**config.mk**
```make
export PLATFORM = sky130hd
export DESIGN_NAME = z80_ed16_extaddr_seq
export DESIGN_NICKNAME = d
export VERILOG_FILES = /design/src/rtl/z80_ed16_extaddr_seq.sv
export SDC_FILE = /design/constraint.sdc
export NUM_CORES = 1
export LEC_CHECK = 0
export CAP_MARGIN = 20
export CORE_ASPECT_RATIO = 1.75
export CORE_MARGIN = 2
export CORE_UTILIZATION = 52
export CTS_CLUSTER_SIZE = 12
export DETAILED_ROUTE_END_ITERATION = 8
export PLACE_DENSITY = 0.83
export SETUP_SLACK_MARGIN = 0.3
export SYNTH_ARGS = -nofsm -noshare
export SYNTH_HDL_FRONTEND = slang
export SYNTH_SLANG_ARGS = --single-unit
```
**constraint.sdc**
```tcl
create_clock -name clk_i -period 2.8 [get_ports clk_i]
set_input_delay 0.84 -clock clk_i [delete_from_list [all_inputs] [get_ports clk_i]]
set_output_delay 0.84 -clock clk_i [all_outputs]
set_load 0.03 [all_outputs]
```
**src/rtl/z80_ed16_extaddr_seq.sv**
```systemverilog
// Sequencer for ED-prefixed LD dd,(nn) / LD (nn),dd: fetches nn, then moves a register pair
// to/from memory over the shared byte-wide port, with an optional per-access ack timeout.
module z80_ed16_extaddr_seq #(
  parameter int unsigned WAIT_TIMEOUT = 0
) (
  input  logic        clk_i,
  input  logic        reset_n_i,
  input  logic        start_i,
  input  logic [7:0]  opcode_i,
  input  logic [15:0] pc_i,
  output logic        busy_o,
  output logic        done_o,
  output logic        err_o,
  output logic [15:0] pc_next_o,
  output logic        mem_req_o,
  output logic        mem_we_o,
  output logic [15:0] mem_addr_o,
  output logic [7:0]  mem_wdata_o,
  input  logic [7:0]  mem_rdata_i,
  input  logic        mem_ack_i,
  output logic [3:0]  reg_rnum_o,
  input  logic [15:0] reg_rdata_i,
  output logic        reg_wr_o,
  output logic [3:0]  reg_wnum_o,
  output logic [15:0] reg_wdata_o
);

  localparam int unsigned CNT_W   = (WAIT_TIMEOUT < 2) ? 1 : $clog2(WAIT_TIMEOUT);
  localparam int unsigned TO_LAST = (WAIT_TIMEOUT == 0) ? 0 : WAIT_TIMEOUT - 1;
  localparam bit          TO_EN   = (WAIT_TIMEOUT != 0);

  typedef enum logic [2:0] {
    S_IDLE, S_FETCH_LO, S_FETCH_HI, S_RD_LO, S_RD_HI, S_WR_LO, S_WR_HI, S_FINISH
  } state_e;

  state_e             state_q, state_d;
  logic [15:0]        pc_q, pc_d;
  logic [15:0]        nn_q, nn_d;
  logic [15:0]        data_q, data_d;
  logic               load_q, load_d;
  logic [CNT_W-1:0]   cnt_q, cnt_d;
  logic               busy_q, busy_d, done_q, done_d, err_q, err_d;
  logic [15:0]        pc_next_q, pc_next_d;
  logic               mem_req_q, mem_req_d, mem_we_q, mem_we_d;
  logic [15:0]        mem_addr_q, mem_addr_d;
  logic [7:0]         mem_wdata_q, mem_wdata_d;
  logic [3:0]         reg_rnum_q, reg_rnum_d, reg_wnum_q, reg_wnum_d;
  logic               reg_wr_q, reg_wr_d;
  logic [15:0]        reg_wdata_q, reg_wdata_d;

  always_ff @(posedge clk_i) begin
    if (!reset_n_i) begin
      state_q     <= S_IDLE;
      pc_q        <= '0;
      nn_q        <= '0;
      data_q      <= '0;
      load_q      <= 1'b0;
      cnt_q       <= '0;
      busy_q      <= 1'b0;
      done_q      <= 1'b0;
      err_q       <= 1'b0;
      pc_next_q   <= '0;
      mem_req_q   <= 1'b0;
      mem_we_q    <= 1'b0;
      mem_addr_q  <= '0;
      mem_wdata_q <= '0;
      reg_rnum_q  <= '0;
      reg_wnum_q  <= '0;
      reg_wr_q    <= 1'b0;
      reg_wdata_q <= '0;
    end else begin
      state_q     <= state_d;
      pc_q        <= pc_d;
      nn_q        <= nn_d;
      data_q      <= data_d;
      load_q      <= load_d;
      cnt_q       <= cnt_d;
      busy_q      <= busy_d;
      done_q      <= done_d;
      err_q       <= err_d;
      pc_next_q   <= pc_next_d;
      mem_req_q   <= mem_req_d;
      mem_we_q    <= mem_we_d;
      mem_addr_q  <= mem_addr_d;
      mem_wdata_q <= mem_wdata_d;
      reg_rnum_q  <= reg_rnum_d;
      reg_wnum_q  <= reg_wnum_d;
      reg_wr_q    <= reg_wr_d;
      reg_wdata_q <= reg_wdata_d;
    end
  end

  // Next-state and registered-output computation; each access advances on mem_ack.
  always_comb begin
    logic acked;
    logic mem_st;
    state_d     = state_q;
    pc_d        = pc_q;
    nn_d        = nn_q;
    data_d      = data_q;
    load_d      = load_q;
    cnt_d       = cnt_q;
    done_d      = 1'b0;
    err_d       = 1'b0;
    pc_next_d   = pc_next_q;
    mem_req_d   = mem_req_q;
    mem_we_d    = mem_we_q;
    mem_addr_d  = mem_addr_q;
    mem_wdata_d = mem_wdata_q;
    reg_rnum_d  = reg_rnum_q;
    reg_wnum_d  = reg_wnum_q;
    reg_wr_d    = 1'b0;
    reg_wdata_d = reg_wdata_q;
    acked       = mem_req_q & mem_ack_i;
    mem_st      = (state_q != S_IDLE) && (state_q != S_FINISH);

    case (state_q)
      S_IDLE: begin
        if (start_i) begin
          if (opcode_i[7:6] == 2'b01 && opcode_i[2:0] == 3'b011) begin
            state_d    = S_FETCH_LO;
            pc_d       = pc_i;
            load_d     = opcode_i[3];
            reg_rnum_d = {2'b10, opcode_i[5:4]};
            reg_wnum_d = {2'b10, opcode_i[5:4]};
            mem_req_d  = 1'b1;
            mem_we_d   = 1'b0;
            mem_addr_d = pc_i + 16'd2;
            cnt_d      = '0;
          end else begin
            err_d = 1'b1;
          end
        end
      end
      S_FETCH_LO: if (acked) begin
        nn_d[7:0]  = mem_rdata_i;
        state_d    = S_FETCH_HI;
        mem_addr_d = pc_q + 16'd3;
        cnt_d      = '0;
      end
      S_FETCH_HI: if (acked) begin
        nn_d[15:8] = mem_rdata_i;
        mem_addr_d = {mem_rdata_i, nn_q[7:0]};
        cnt_d      = '0;
        if (load_q) begin
          state_d = S_RD_LO;
        end else begin
          // Store snapshots the pair here so the two writes are coherent.
          data_d      = reg_rdata_i;
          state_d     = S_WR_LO;
          mem_we_d    = 1'b1;
          mem_wdata_d = reg_rdata_i[7:0];
        end
      end
      S_RD_LO: if (acked) begin
        data_d[7:0] = mem_rdata_i;
        state_d     = S_RD_HI;
        mem_addr_d  = nn_q + 16'd1;
        cnt_d       = '0;
      end
      S_RD_HI: if (acked) begin
        state_d     = S_FINISH;
        mem_req_d   = 1'b0;
        done_d      = 1'b1;
        pc_next_d   = pc_q + 16'd4;
        reg_wr_d    = 1'b1;
        reg_wdata_d = {mem_rdata_i, data_q[7:0]};
      end
      S_WR_LO: if (acked) begin
        state_d     = S_WR_HI;
        mem_addr_d  = nn_q + 16'd1;
        mem_wdata_d = data_q[15:8];
        cnt_d       = '0;
      end
      S_WR_HI: if (acked) begin
        state_d   = S_FINISH;
        mem_req_d = 1'b0;
        mem_we_d  = 1'b0;
        done_d    = 1'b1;
        pc_next_d = pc_q + 16'd4;
      end
      S_FINISH: state_d = S_IDLE;
      default:  state_d = S_IDLE;
    endcase

    // Ack timeout abandons the instruction without retiring it.
    if (TO_EN && mem_st && !acked) begin
      if (cnt_q == CNT_W'(TO_LAST)) begin
        state_d   = S_IDLE;
        mem_req_d = 1'b0;
        mem_we_d  = 1'b0;
        err_d     = 1'b1;
      end else begin
        cnt_d = cnt_q + CNT_W'(1);
      end
    end

    busy_d = (state_d != S_IDLE);
  end

  assign busy_o      = busy_q;
  assign done_o      = done_q;
  assign err_o       = err_q;
  assign pc_next_o   = pc_next_q;
  assign mem_req_o   = mem_req_q;
  assign mem_we_o    = mem_we_q;
  assign mem_addr_o  = mem_addr_q;
  assign mem_wdata_o = mem_wdata_q;
  assign reg_rnum_o  = reg_rnum_q;
  assign reg_wr_o    = reg_wr_q;
  assign reg_wnum_o  = reg_wnum_q;
  assign reg_wdata_o = reg_wdata_q;

endmodule

```
==> results of run 1 <==
sequential cells by signal, indices dropped and copies added (netlist names), 3 cells and up:
name,count
data_q,16
mem_addr_o,16
nn_q,16
pc_next_o,16
pc_q,16
reg_wdata_o,16
mem_wdata_o,8
reg_wnum_o,3
state_q,3
metal layers:
metal  wire length, microns  global-route usage  up-vias  part of all wire
met4                   1280               0.217        0             0.067
met3                   1210              0.0684       96             0.063
li1                       -                   -     3005                 -
met1                   6430               0.309     2918              0.34
met5                      0                   0        -                 0
met2                  10200               0.561      313              0.53
what timing repair did:
action	CTS	global route
resized for setup	0	1
endpoints found under the setup margin	0	3
buffers inserted	0	0
final cells by class:
cell class | count | share of cell area
clock inverters | 10 | 0.0133
multi-input cells | 586 | 0.420
clock buffers | 22 | 0.0567
inverters | 17 | 0.00796
flip-flops and latches | 117 | 0.292
well taps | 135 | 0.0211
repair buffers | 160 | 0.189
report_power, final:
part           switching (uW)  internal [uW]  leakage [uW]
Sequential               6.59           1670      0.000943
Combinational             129            118       0.00159
Clock                     754           1320      0.000277
Total                     890           3110       0.00281
worst register-to-register path: stages, from the launching register on:
cell      delay [ns]
dfxtp_1         0.50
nand2b_1        0.36
nor2_2          0.43
nand2_1         0.45
o21ai_0         0.33
a21oi_1         0.10
cell families (layout without fill, tap and decap cells):
| kind of cell | count (synthesis) | after routing | share of synthesized area |
|---|---|---|---|
| flops | 117 | 117 | 0.388 |
| other cells | 1 | 2 | 0.000622 |
| simple gates | 322 | 322 | 0.255 |
| buf+inv | 73 | 209 | 0.0560 |
| xor+xnor | 33 | 33 | 0.0479 |
| mux | 19 | 19 | 0.0332 |
| compound gates | 206 | 206 | 0.210 |
| fa+ha+maj | 4 | 4 | 0.00830 |
stage by stage:
stage / util / hold slack [ns]
floorplan: - / 0.432
global placement: 0.650 / 0.443
detailed placement: 0.650 / 0.448
CTS: 0.699 / 0.455
global route: 0.700 / 0.474
finish: 0.700 / 0.452
layout by cell type (no fill, tap or decap), types with 8 or more instances in the layout:
cell / Yosys / layout
dfxtp_1: 117 / 117
nand3_1: 38 / 38
clkbuf_16: 0 / 17
nand2_1: 140 / 140
nor4_1: 9 / 9
a211oi_1: 11 / 11
mux2_2: 8 / 8
inv_1: 16 / 16
a311oi_1: 8 / 8
mux2i_1: 11 / 11
nor3_1: 18 / 17
a21oi_1: 85 / 85
clkdlybuf4s50_1: 0 / 119
xnor2_1: 15 / 15
nor2_1: 58 / 58
a31oi_1: 13 / 13
buf_4: 6 / 40
o21ai_0: 43 / 43
xor2_1: 18 / 18
worst paths after layout:
kind,slack [ns],cells past startpoint,startpoint,to
worst max-delay path,0.36,6,start_i,mem_addr_o[7]
worst min-delay path,0.45,2,pc_next_o[1],pc_next_o[1]
worst max register to register,0.50,5,state_q[2],data_q[10]
worst min register to register,0.45,2,pc_next_o[1],pc_next_o[1]
==> flow_summary.json, run 1 <==
{
  "status": "finished clean",
  "ys_seq_area_frac": 0.388,
  "viasPerCell": 6.05,
  "slew-limit-headroom": 0.503,
  "synth_ff_type": "dfxtp_1",
  "seq_area_sq_mm": 0.00234,
  "dp_cells": 1015,
  "drive_above_1_share": 0.106,
  "numCtsBuffers": 17,
  "setup_slack_ns": 0.361,
  "dpl_worst_slack_ns": -0.0495,
  "worstSetupEndpointType": "flip-flop",
  "num_vias": 6332,
  "power_leakage_uw": 0.00281,
  "worstPathMaxFanout": 9,
  "row_count": 52,
  "cts_sinks": 117,
  "worst_setup_path_start_kind": "primary input",
  "io_pins": 122,
  "die_y_microns": 146,
  "async_reset_ff_frac": 0,
  "crit_buf_inv": 1,
  "io_buffers": 119,
  "fin_nets": 955,
  "grt_usage": 0.312,
  "fin_crit_sh": 0.871,
  "initial_core_util": 0.527,
  "drv_cap": 0,
  "setup_viol": 0,
  "max_stage_delay_ns": 0.51,
  "coreArea_sq_mm": 0.0115,
  "fin_crit_ns": 2.44,
  "timing.setup.tns_ns": 0,
  "cts_tree": "built",
  "final_cells": 1047,
  "grt_pass1_wl_microns": 30800,
  "ys_top_cells_by_count": "nand2_1, dfxtp_1, a21oi_1, nor2_1, o21ai_0",
  "grt_remaining_overflow": 0,
  "dr.pass1.iters": 5,
  "netlist_instances": 775,
  "crit_family": "simple AND/OR/NAND/NOR gates",
  "hold_buffers": 0,
  "die_x_microns": 85.4,
  "drv_slew": 0,
  "htreeDepth": 4,
  "rsz0062_at_grt": "true",
  "netlist_area_sq_mm": 0.00603,
  "synth.most_common_cell": "nand2_1",
  "synth_top_area_frac": 0.388,
  "gp_congestion": 0.916,
  "num-fill-cells": 907,
  "cts.path.max_buffers": 2,
  "multi_input_area_sq_mm": 0.00337,
  "irDropWorstVdd_mv": 0.532,
  "grt_max_degree": 62,
  "worst_skew_pair.late_latency_ns": 0.42,
  "route.detailed.drc": 0,
  "ys_seq_elements": 117,
  "place_area_sq_mm": 0.00745,
  "wl_per_cell_microns": 18.3,
  "antennaDiodeCount": 0,
  "yosysWarnings": 0,
  "cp.required_ns": 3.12,
  "synth_top_cell_by_area": "dfxtp_1",
  "syn_to_final_growth_pct": 32.9,
  "hold_viol": 0,
  "power_density_mw_per_mm2": 499,
  "antenna_found_initial": 0,
  "crit_arrival_ns": 2.76,
  "stdcell_area_sq_mm": 0.00801,
  "fmax_mhz": 410,
  "cts.reportedPaths.clkPinSlew_ns": 0.06,
  "hold_class": "flip-flop to flip-flop",
  "first_global_vias": 6265,
  "yosysUniqueCellTypes": 75,
  "cts-root-buf": "clkbuf_16",
  "synth.area.top_cells": "dfxtp_1, nand2_1, a21oi_1",
  "critPathKind": "primary input to flip-flop",
  "worst-slew-pin-transition_ns": 0.740,
  "drt_iter0_drc": 419,
  "cp_cell_sequence": "clkdlybuf4s50_1 > or3b_1 > or4_4 > nand2_2 > o211ai_1 > a221oi_1",
  "avgSynthCellArea_sq_um": 7.78,
  "p_total_uw": 4000,
  "fin_skew_ns": 0.00836,
  "wl_microns": 19100,
  "synth_edf_count": 0,
  "critPathSlowestCell": "clkdlybuf4s50_1",
  "die_area_sq_mm": 0.0125,
  "hpwl_microns": 14200,
  "ant_nets": 0
}
Power figures use the tool's default switching activity.
==> inputs of run 2 (changes only) <==
--- a/config.mk
+++ b/config.mk
@@ -5,13 +5,14 @@
 export SDC_FILE = /design/constraint.sdc
 export NUM_CORES = 1
 export LEC_CHECK = 0
+export ABC_AREA = 0
 export CAP_MARGIN = 20
 export CORE_ASPECT_RATIO = 1.75
 export CORE_MARGIN = 2
-export CORE_UTILIZATION = 52
+export CORE_UTILIZATION = 56
 export CTS_CLUSTER_SIZE = 12
 export DETAILED_ROUTE_END_ITERATION = 8
-export PLACE_DENSITY = 0.83
+export PLACE_DENSITY = 0.88
 export SETUP_SLACK_MARGIN = 0.3
 export SYNTH_ARGS = -nofsm -noshare
 export SYNTH_HDL_FRONTEND = slang
==> constraint.sdc (replaced) <==
create_clock -name clk_i -period 3 [get_ports clk_i]
set_input_delay 0.9 -clock clk_i [delete_from_list [all_inputs] [get_ports clk_i]]
set_output_delay 0.9 -clock clk_i [all_outputs]
set_load 0.03 [all_outputs]
==> run 2 against run 1 <==
  * Flip-flop and latch count did not move
  * Final cell count fell by 0.29%
  * Critical endpoint is now mem_wdata_o[3]
  * Critical path depth did not move
==> flow_summary.json, run 2 (synthesis gave the netlist of run 1 again) <==
{
  "holdWs_ns": 0.460,
  "dr.pass1.iters": 5,
  "antenna_found_initial": 0,
  "fin_crit_sh": 0.850,
  "hold_class": "flip-flop to flip-flop",
  "fmax_mhz": 392,
  "cp_cell_sequence": "nor2b_1 > nand2_1 > buf_4 > mux2_2 > mux2i_1 > nor2_1",
  "final_cell_mix": "nand2_1, clkdlybuf4s50_1, dfxtp_1",
  "row_count": 50,
  "final_common_cell": "nand2_1",
  "wl_per_cell_microns": 20.8,
  "cts.path.max_buffers": 2,
  "final_cells": 1044,
  "grt_max_degree": 49,
  "die_area_sq_mm": 0.0116,
  "wl_microns": 21700,
  "grt_usage": 0.383,
  "power_density_mw_per_mm2": 478,
  "worst-slew-pin-transition_ns": 1.05,
  "first_global_vias": 6586,
  "fin_nets": 957,
  "seq_area_sq_mm": 0.00234,
  "num_vias": 6586,
  "cts.reportedPaths.clkPinSlew_ns": 0.06,
  "io_pins": 122,
  "grt_pass1_wl_microns": 33600,
  "cts_sinks": 117,
  "worstSetupEndpointType": "flip-flop",
  "initial_core_util": 0.570,
  "status": "finished clean",
  "post_cts_buffers": 0,
  "num-fill-cells": 766,
  "worstPathMaxFanout": 29,
  "critPathSlowestCell": "dfxtp_1",
  "route.detailed.drc": 0,
  "worst_setup_path_start_kind": "flip-flop",
  "die_x_microns": 82.4,
  "ant_nets": 0,
  "drv_slew": 0,
  "p_total_uw": 3840,
  "fin_crit_ns": 2.55,
  "multi_input_area_sq_mm": 0.00336,
  "cts_tree": "built",
  "gp_congestion": 0.987,
  "crit_arrival_ns": 2.83,
  "htreeDepth": 4,
  "critPathKind": "flip-flop to flip-flop",
  "irDropWorstVdd_mv": 0.509,
  "drt_iter0_drc": 488,
  "setup_viol": 0,
  "cp.required_ns": 3.29,
  "slew-limit-headroom": 0.298,
  "antennaDiodeCount": 0,
  "fin_skew_ns": 0.0109,
  "worst_skew_pair.late_latency_ns": 0.41,
  "cts_resized": 0,
  "dp_cells": 1012,
  "viasPerCell": 6.31,
  "rsz0062_at_grt": "false",
  "io_buffers": 119,
  "die_y_microns": 141,
  "hold_buffers": 0,
  "drv_cap": 0,
  "hold_viol": 0,
  "coreArea_sq_mm": 0.0106,
  "grt_remaining_overflow": 0,
  "drive_above_1_share": 0.112,
  "syn_to_final_growth_pct": 33.2,
  "timing.setup.tns_ns": 0,
  "hpwl_microns": 15800,
  "cts-root-buf": "clkbuf_16",
  "power_leakage_uw": 0.00281,
  "numCtsBuffers": 17,
  "max_stage_delay_ns": 1.01
}
[run 2: cell count changes in the layout (fill, tap and decap cells not counted)]
cell | previous run | this run
clkbuf_1 | 4 | 0
buf_4 | 40 | 43
clkinv_2 | 6 | 3
inv_6 | 0 | 3
clkinv_4 | 1 | 3
clkinvlp_4 | 1 | 3
a221oi_1 | 2 | 3
a221oi_2 | 1 | 0
buf_12 | 1 | 0
[run 2: routing by layer]
metal  vias up  part of all wire  wire (microns)  track usage
li1       3004                 -               -            -
met1      3093              0.34            7300        0.391
met2       368              0.53           11400        0.658
met3       121             0.065            1410       0.0795
met4         0             0.072            1550        0.284
met5         -                 0               0            0
[run 2: per-stage QoR]
stage                util  worst slack [ns]  cell area, sq um
CTS                 0.760             0.479              8030
global route        0.760             0.325              8030
finish              0.760             0.451              8030
detailed placement  0.704            0.0688              7440
global placement    0.704             0.136              7440
floorplan               -             0.658              6030
[run 2: power by group]
part / total [uW] / internal [uW] / switching (uW) / leakage, uW
Combinational: 233 / 108 / 125 / 0.00159
Clock: 2040 / 1250 / 786 / 0.000283
Sequential: 1570 / 1560 / 6.01 / 0.000943
Total: 3840 / 2920 / 917 / 0.00281
[run 2: layout make-up]
| cell class | instances | share of cell area |
|---|---|---|
| multi-input combinational | 586 | 0.418 |
| sequential | 117 | 0.292 |
| timing repair buffer | 162 | 0.189 |
| clock buffer | 18 | 0.0547 |
| tap | 130 | 0.0203 |
| clock inverter | 14 | 0.0187 |
| inverter | 17 | 0.00795 |
[run 2: final timing paths]
kind | startpoint | depth (start not counted) | end | slack, ns
setup / recovery | state_q[1] | 6 | mem_wdata_o[3] | 0.45
setup reg to reg | state_q[1] | 6 | mem_wdata_o[3] | 0.45
hold / removal | pc_next_o[1] | 2 | pc_next_o[1] | 0.46
hold reg to reg | pc_next_o[1] | 2 | pc_next_o[1] | 0.46
[run 2: critical path, delay by kind of cell, from the launching register on]
kind / cells / cell delay [ns]
and+or+nand+nor: 3 / 0.64
muxes: 2 / 0.54
DFF: 1 / 1.01
buffers and inverters: 1 / 0.23
==> inputs of run 3 (changes only) <==
--- a/config.mk
+++ b/config.mk
@@ -9,10 +9,10 @@
 export CAP_MARGIN = 20
 export CORE_ASPECT_RATIO = 1.75
 export CORE_MARGIN = 2
-export CORE_UTILIZATION = 56
+export CORE_UTILIZATION = 52
 export CTS_CLUSTER_SIZE = 12
 export DETAILED_ROUTE_END_ITERATION = 8
-export PLACE_DENSITY = 0.88
+export PLACE_DENSITY = 0.83
 export SETUP_SLACK_MARGIN = 0.3
 export SYNTH_ARGS = -nofsm -noshare
 export SYNTH_HDL_FRONTEND = slang
==> constraint.sdc (replaced) <==
create_clock -name clk_i -period 2.5 [get_ports clk_i]
set_input_delay 0.75 -clock clk_i [delete_from_list [all_inputs] [get_ports clk_i]]
set_output_delay 0.75 -clock clk_i [all_outputs]
set_load 0.03 [all_outputs]
==> run 3 against run 2 <==
  * Non-clock buffer count up 34
  * Design area rose by 5.3%
  * Utilization down 2.1 points
  * Via count stayed put
  * First-iteration DRC count grew 3.9%
  * Critical endpoint is now done_o
==> flow_summary.json, run 3 (synthesis gave the netlist of run 1 again) <==
{
  "antenna_found_initial": 0,
  "crit_buf_inv": 1,
  "cts.reportedPaths.clkPinSlew_ns": 0.06,
  "drv_cap": 0,
  "max_stage_delay_ns": 0.69,
  "syn_to_final_growth_pct": 40.2,
  "endpoint": "done_o",
  "cp_cell_sequence": "clkdlybuf4s50_1",
  "initial_core_util": 0.527,
  "viasPerCell": 6.08,
  "numCtsBuffers": 17,
  "wl_microns": 20500,
  "row_count": 52,
  "dr.pass1.iters": 6,
  "final_common_cell": "nand2_1",
  "drt_iter0_drc": 507,
  "htreeDepth": 4,
  "critPathKind": "flip-flop to output pin",
  "slew-limit-headroom": 0.507,
  "cp.depth": 1,
  "worstSetupEndpointType": "output pin",
  "fin_nets": 991,
  "hold_buffers": 0,
  "fmax_mhz": 457,
  "first_global_vias": 6406,
  "grt_usage": 0.326,
  "critPathSlowestCell": "clkdlybuf4s50_1",
  "antennaDiodeCount": 0,
  "io_pins": 122,
  "hold_viol": 0,
  "r2r_cells": 5,
  "r2r_end": "mem_addr_o[13]",
  "drv_slew": 0,
  "gp_congestion": 0.952,
  "num-fill-cells": 827,
  "ant_nets": 0,
  "crit_family": "buffers and inverters",
  "die_y_microns": 146,
  "timing.setup.tns_ns": 0,
  "io_buffers": 119,
  "fin_crit_sh": 0.876,
  "fin_skew_ns": 0.00538,
  "cts-root-buf": "clkbuf_16",
  "cts_tree": "built",
  "die_area_sq_mm": 0.0125,
  "coreArea_sq_mm": 0.0115,
  "r2r-start": "pc_q[5]",
  "crit_arrival_ns": 1.44,
  "die_x_microns": 85.4,
  "grt_remaining_overflow": 0,
  "grt_max_degree": 79,
  "place_area_sq_mm": 0.00772,
  "cts.path.max_buffers": 2,
  "stdcell_area_sq_mm": 0.00845,
  "num_vias": 6586,
  "holdPathStages": 2,
  "worst_skew_pair.late_latency_ns": 0.42,
  "status": "finished clean",
  "hold_class": "flip-flop to flip-flop",
  "final_cell_mix": "nand2_1, dfxtp_1, a21oi_1",
  "cp.required_ns": 1.75,
  "worst-slew-pin-transition_ns": 0.735,
  "wl_per_cell_microns": 18.9,
  "rsz0062_at_grt": "true",
  "power_leakage_uw": 0.00358,
  "power_density_mw_per_mm2": 551,
  "cts_sinks": 117,
  "setup_viol": 0,
  "irDropWorstVdd_mv": 0.554,
  "startpoint": "done_o",
  "worst_setup_path_start_kind": "flip-flop",
  "fin_crit_ns": 2.19,
  "grt_pass1_wl_microns": 32000,
  "route.detailed.drc": 0,
  "worstPathMaxFanout": 1,
  "drive_above_1_share": 0.154,
  "hpwl_microns": 14700,
  "rrSetupSlack_ns": 0.38
}
==> run 3: changes by cell type in the layout (fill, tap and decap cells not counted), sizes merged <==
cell	change
dlygate4sd2	+27
clkinv	-2
inv	-3
clkbuf	+2
clkdlybuf4s50	-51
bufinv	+1
clkinvlp	+2
dlymetal6s2s	+24
buf	+34
==> run 3: worst min path at each step <==
stage / start / to / slack [ns]
6_report: pc_next_o[1] / pc_next_o[1] / 0.45
2_1_floorplan: data_q[0] / reg_wdata_o[0] / 0.43
5_1_grt: reg_wdata_o[8] / reg_wdata_o[8] / 0.47
3_3_place_gp: reg_wdata_o[1] / reg_wdata_o[1] / 0.44
3_5_place_dp: pc_next_o[1] / pc_next_o[1] / 0.45
4_1_cts: pc_next_o[1] / pc_next_o[1] / 0.45
==> run 3: final cells by class <==
cell class	count	area [sq um]	area share
clock buffer	20	447	0.0528
multi-input combinational	586	3440	0.407
inverter	17	63.8	0.00755
sequential	117	2340	0.277
timing repair buffer	196	1830	0.217
clock inverter	12	155	0.0184
tap	135	169	0.0200
==> run 3: timing repair <==
item / 4_1_cts / 5_1_grt
setup buffers: 0 / 3
gates resized for setup: 37 / 33
endpoints found under the setup margin: 46 / 48
pin swaps: 0 / 3
==> run 3: where the power goes <==
group	leakage [uW]	switching, uW	internal [uW]
sequential	0.000943	7.76	1870
clock	0.000278	888	1590
combinational	0.00236	155	144
==> run 3: metrics by stage <==
step / util / total power (uW) / instances / setup WS, ns / hold WS, ns
final: 0.738 / 4650 / 1083 / 0.310 / 0.451
after global routing: 0.738 / 4750 / 1083 / 0.227 / 0.475
after CTS: 0.728 / 4640 / 1080 / 0.285 / 0.453
after detailed placement: 0.674 / 2200 / 1048 / -0.255 / 0.445
after global placement: 0.674 / 2200 / 1048 / -0.256 / 0.444
after floorplan: - / 2030 / 776 / 0.308 / 0.432
==> run 3: per-layer routing <==
layer / track usage / share of wire / vias up
met5: 0 / 0 / -
met4: 0.254 / 0.074 / 0
met3: 0.0605 / 0.063 / 114
met2: 0.573 / 0.53 / 339
met1: 0.327 / 0.34 / 3057
li1: - / - / 3076
